[config.mk]
export PLATFORM = sky130hd
export DESIGN_NAME = seg7_to_hex_decoder
export DESIGN_NICKNAME = d
export VERILOG_FILES = /design/src/rtl/seg7_to_hex_decoder.sv
export SDC_FILE = /design/constraint.sdc
export NUM_CORES = 1
export LEC_CHECK = 0
export BUFFER_PORTS_ARGS = -buffer_cell sky130_fd_sc_hd__buf_2
export CORE_AREA = 2 2 69 71
export DETAILED_ROUTE_END_ITERATION = 10
export DIE_AREA = 0 0 71 73
export HOLD_SLACK_MARGIN = 0.08
export MAX_ROUTING_LAYER = met4
export PLACE_DENSITY = 0.74
export SLEW_MARGIN = 40
export SYNTH_ARGS = -nofsm -noshare
export SYNTH_HDL_FRONTEND = slang
export SYNTH_SLANG_ARGS = --single-unit
[constraint.sdc]
create_clock -name clk -period 4.5 [get_ports clk]
set_input_delay 0.45 -clock clk [delete_from_list [all_inputs] [get_ports clk]]
set_output_delay 0.45 -clock clk [all_outputs]
set_load 0.02 [all_outputs]
[src/rtl/seg7_to_hex_decoder.sv]
// Receive side of the 7-segment digit link: samples an active-low segment bus,
// filters it for stability and hands each newly accepted hex digit over valid/ready.
module seg7_to_hex_decoder #(
  parameter int unsigned STABLE_CYCLES = 4,
  parameter int unsigned ERR_W         = 8
) (
  input  logic             clk,
  input  logic             resetn,
  input  logic [0:6]       seg,
  output logic [3:0]       digit,
  output logic             digit_valid,
  input  logic             digit_ready,
  output logic             bad_pattern,
  output logic [ERR_W-1:0] err_count
);

  localparam int unsigned    CW      = $clog2(STABLE_CYCLES + 1);
  localparam logic [CW-1:0]  CNT_MAX = CW'(STABLE_CYCLES);
  localparam logic [0:6]     BLANK   = 7'b1111111;

  localparam logic [0:0] TRACK = 1'b0;
  localparam logic [0:0] WAIT  = 1'b1;

  logic [0:0]    state;
  logic [0:6]    seg_q;
  logic [0:6]    last_acc;
  logic [CW-1:0] stab_cnt;

  logic [3:0] dec_val;
  logic       dec_legal;
  logic       dec_blank;

  // Exact inverse of the encoder glyph table; anything else is illegal.
  always_comb begin
    dec_val   = '0;
    dec_legal = 1'b1;
    dec_blank = 1'b0;
    case (seg_q)
      7'b0000001: dec_val = 4'h0;
      7'b1001111: dec_val = 4'h1;
      7'b0010010: dec_val = 4'h2;
      7'b0000110: dec_val = 4'h3;
      7'b1001100: dec_val = 4'h4;
      7'b0100100: dec_val = 4'h5;
      7'b0100000: dec_val = 4'h6;
      7'b0001111: dec_val = 4'h7;
      7'b0000000: dec_val = 4'h8;
      7'b0000100: dec_val = 4'h9;
      7'b0001000: dec_val = 4'hA;
      7'b1100000: dec_val = 4'hB;
      7'b0110001: dec_val = 4'hC;
      7'b1000010: dec_val = 4'hD;
      7'b0110000: dec_val = 4'hE;
      7'b0111000: dec_val = 4'hF;
      BLANK: begin
        dec_legal = 1'b0;
        dec_blank = 1'b1;
      end
      default: dec_legal = 1'b0;
    endcase
  end

  always_ff @(posedge clk) begin
    if (!resetn) begin
      state       <= TRACK;
      seg_q       <= BLANK;
      last_acc    <= BLANK;
      stab_cnt    <= '0;
      digit       <= '0;
      digit_valid <= 1'b0;
      bad_pattern <= 1'b0;
      err_count   <= '0;
    end else begin
      bad_pattern <= 1'b0;
      case (state)
        TRACK: begin
          if (seg != seg_q) begin
            seg_q    <= seg;
            stab_cnt <= CW'(1);
          end else if (stab_cnt != CNT_MAX) begin
            stab_cnt <= stab_cnt + 1'b1;
            // Accept only on the edge the window completes, and only for a new pattern.
            if (stab_cnt == CNT_MAX - 1'b1 && seg_q != last_acc) begin
              last_acc <= seg_q;
              if (dec_legal) begin
                digit       <= dec_val;
                digit_valid <= 1'b1;
                state       <= WAIT;
              end else if (!dec_blank) begin
                bad_pattern <= 1'b1;
                if (err_count != '1) err_count <= err_count + 1'b1;
              end
            end
          end
        end
        WAIT: begin
          if (digit_ready) begin
            digit_valid <= 1'b0;
            stab_cnt    <= '0;
            seg_q       <= seg;
            state       <= TRACK;
          end
        end
        default: state <= TRACK;
      endcase
    end
  end

endmodule

==> flow_metrics.env <==
export IMPL_antenna_found_initial=0
export IMPL_max_freq_ghz=0.451
export IMPL_tightest_slew_ps=682
export IMPL_port_buffers=23
export IMPL_die_h_um=73
export IMPL_post_route_cell_area_mm2=0.00228
export IMPL_wl_met3_um=182
export IMPL_vias=1718
export IMPL_rows=25
export IMPL_cts_tree="built"
export IMPL_area_delta_synth_final_pct=7.81
export IMPL_power_density_mw_per_mm2=262
export IMPL_io_pins=24
export IMPL_post_cts_resized=0
export IMPL_rsz0062_at_grt="false"
export IMPL_wl_met2_um=2050
export IMPL_cts_buffer_depth=2
export IMPL_yosysWarnings=0
export IMPL_h_tree_depth=2
export IMPL_finalSetupViolations=0
export IMPL_antenna_cells=0
export IMPL_wl_met1_um=1980
export IMPL_syn_area_per_cell_um2=8.96
export IMPL_slew_viol_final=0
export IMPL_firstDrtPassIters=4
export IMPL_yosys_most_used_dff="dfxtp_1"
export IMPL_async_flop_share_pct=0
export IMPL_yosysSeqAreaShare_pct=30.3
export IMPL_placedCellCount=298
export IMPL_drive_above_1_share_pct=21.9
export IMPL_fin_crit_ps=2220
export IMPL_cts_hold_buf=0
export IMPL_pre_cts_slack_ps=2300
export IMPL_tns_ps=0
export IMPL_root_buffer="clkbuf_8"
export IMPL_final_core_util_pct=50.3
export IMPL_globalplace_congestion=0.807
export IMPL_synth_edf_count=0
export IMPL_critPathKind="reg -> reg"
export IMPL_start_util_pct=46.6
export IMPL_die_area_mm2=0.00518
export IMPL_viasPerCell=5.63
export IMPL_status="complete, no violations"
export IMPL_grt_max_degree=34
export IMPL_maxSlewHeadroom_pct=54.5
export IMPL_postRouteAntennaNets=0
export IMPL_first_global_vias=1554
export IMPL_vdd_drop_max_mv=0.241
export IMPL_grt_ovfl_total=0
export IMPL_total_power_mw=0.596
export IMPL_worstPathMaxFanout=15
export IMPL_hpwl_um=3060
export IMPL_report_final_hold_viol_count=0
export IMPL_finalNonFillerCells=305
export IMPL_drt_iter0_drc=95
export IMPL_cp_arrival_ps=2430
export IMPL_syn_inst=236
export IMPL_cp_required_ps=4710
export IMPL_final_nets=265
export IMPL_numCtsBuffers=5
export IMPL_whs_ps=420
export IMPL_synth_fp_nets=250
export IMPL_drc=0
export IMPL_start_kind="register"
export IMPL_fin_crit_sh_pct=49.3
export IMPL_wl_per_cell_um=14.0
export IMPL_grt_pass1_wl_um=7040
export IMPL_cts_sinks=32
export IMPL_syn_area_mm2=0.00211
export IMPL_top_layer="met4"
export IMPL_worstHoldPathType="in -> reg"
export IMPL_placed_cell_area_mm2=0.00218
export IMPL_synth_seq_cells=32
export IMPL_track_usage_pct=17.5
export IMPL_fin_ws_ps=2280
export IMPL_netlist_cell_type_count=54
export IMPL_p_leak_nw=0.854
export IMPL_core_area_mm2=0.00454
export IMPL_postCtsSetupBuffers=0
export IMPL_drt_total_wl_um=4280
export IMPL_cap_violations=0
export IMPL_clk_pin_slew_worst_paths_ps=60
export IMPL_critPathCaptureType="register"
export IMPL_worstSkewPairLatency_ps=280
export IMPL_finClkSkew_ps=5.01
export IMPL_die_x_um=71
[path summary, 6_finish.rpt]
check	slack, ps	depth (start not counted)	from	to
hold / removal	420	3	seg[1]	seg_q[1]$_SDFFE_PN1P_
hold reg to reg	460	2	digit[0]$_SDFFE_PN0P_	digit[0]$_SDFFE_PN0P_
setup / recovery	2280	6	seg_q[3]$_SDFFE_PN1P_	err_count[6]$_SDFFE_PN0P_
setup reg to reg	2280	6	seg_q[3]$_SDFFE_PN1P_	err_count[6]$_SDFFE_PN0P_
[synthesized netlist by cell type (all sizes together), types with 3 or more instances]
cell     n  area share (%)
dfxtp   32              30
nand2   31             5.5
nor2    18             4.0
mux2i   17             8.0
nand3   14             4.5
nor3    13             3.8
buf     12             4.9
xnor2   12             6.9
nand2b  10             3.0
o21ai   10             2.4
a21oi    9             2.1
inv      6             1.1
nor4     6             3.3
nand4    5             2.5
xor2     5             2.4
ha       4             2.4
and3     3            0.89
clkbuf   3            0.53
nor4b    3             1.8
[sequential cells by signal (all words and copies together) (netlist names)]
name / count
err_count: 8
last_acc: 7
seg_q: 7
digit: 4
stab_cnt: 3
bad_pattern: 1
digit_valid: 1
state: 1
[cell usage in the layout, fill, tap and decap left out, drive strengths merged, types with 6 or more instances in the layout]
master,Yosys,routed
nand3,14,14
mux2i,17,17
a21oi,9,9
nand2,31,31
nor2,18,18
nor3,13,13
nor4,6,6
dfxtp,32,32
xnor2,12,12
clkbuf,3,7
nand2b,10,10
o21ai,10,10
inv,6,6
buf,12,23
[where the power goes]
group	switching [mW]	total [mW]	internal [mW]	leakage [nW]
sequential	0.0181	0.305	0.287	0.260
clock	0.0988	0.235	0.136	0.0503
combinational	0.0293	0.0562	0.0268	0.543
total	0.146	0.596	0.450	0.854
[logic make-up after synthesis]
family / after synthesis / share of synthesized area, %
xor+xnor: 17 / 9.35
simple gates: 112 / 32.8
fa+ha+maj: 4 / 2.37
mux: 17 / 8.05
flops: 32 / 30.3
buf+inv: 22 / 6.63
compound gates: 32 / 10.5
[cell type report]
class                   instances  area [µm²]
repair buffers                 23         115
clock buffers                   7        96.3
inverters                       7        26.3
fillers                       401        2260
multi-input cells             182        1330
flip-flops and latches         32         641
well taps                      54        67.6
[worst max-delay path: stages, from the launching register on]
cell and delay [ps]:
dfxtp_1 740, nand2b_1 250, and3b_1 220, nor3_4 160, nand3_4 200, nor4_2 350
mux2i_1 210
[metal layers]
metal,global-route usage (%),vias up
li1,-,863
met1,21.6,795
met2,29.0,51
met3,3.59,9
met4,5.03,0
met5,-,-
No activity file was read; power rests on OpenSTA's default activity.
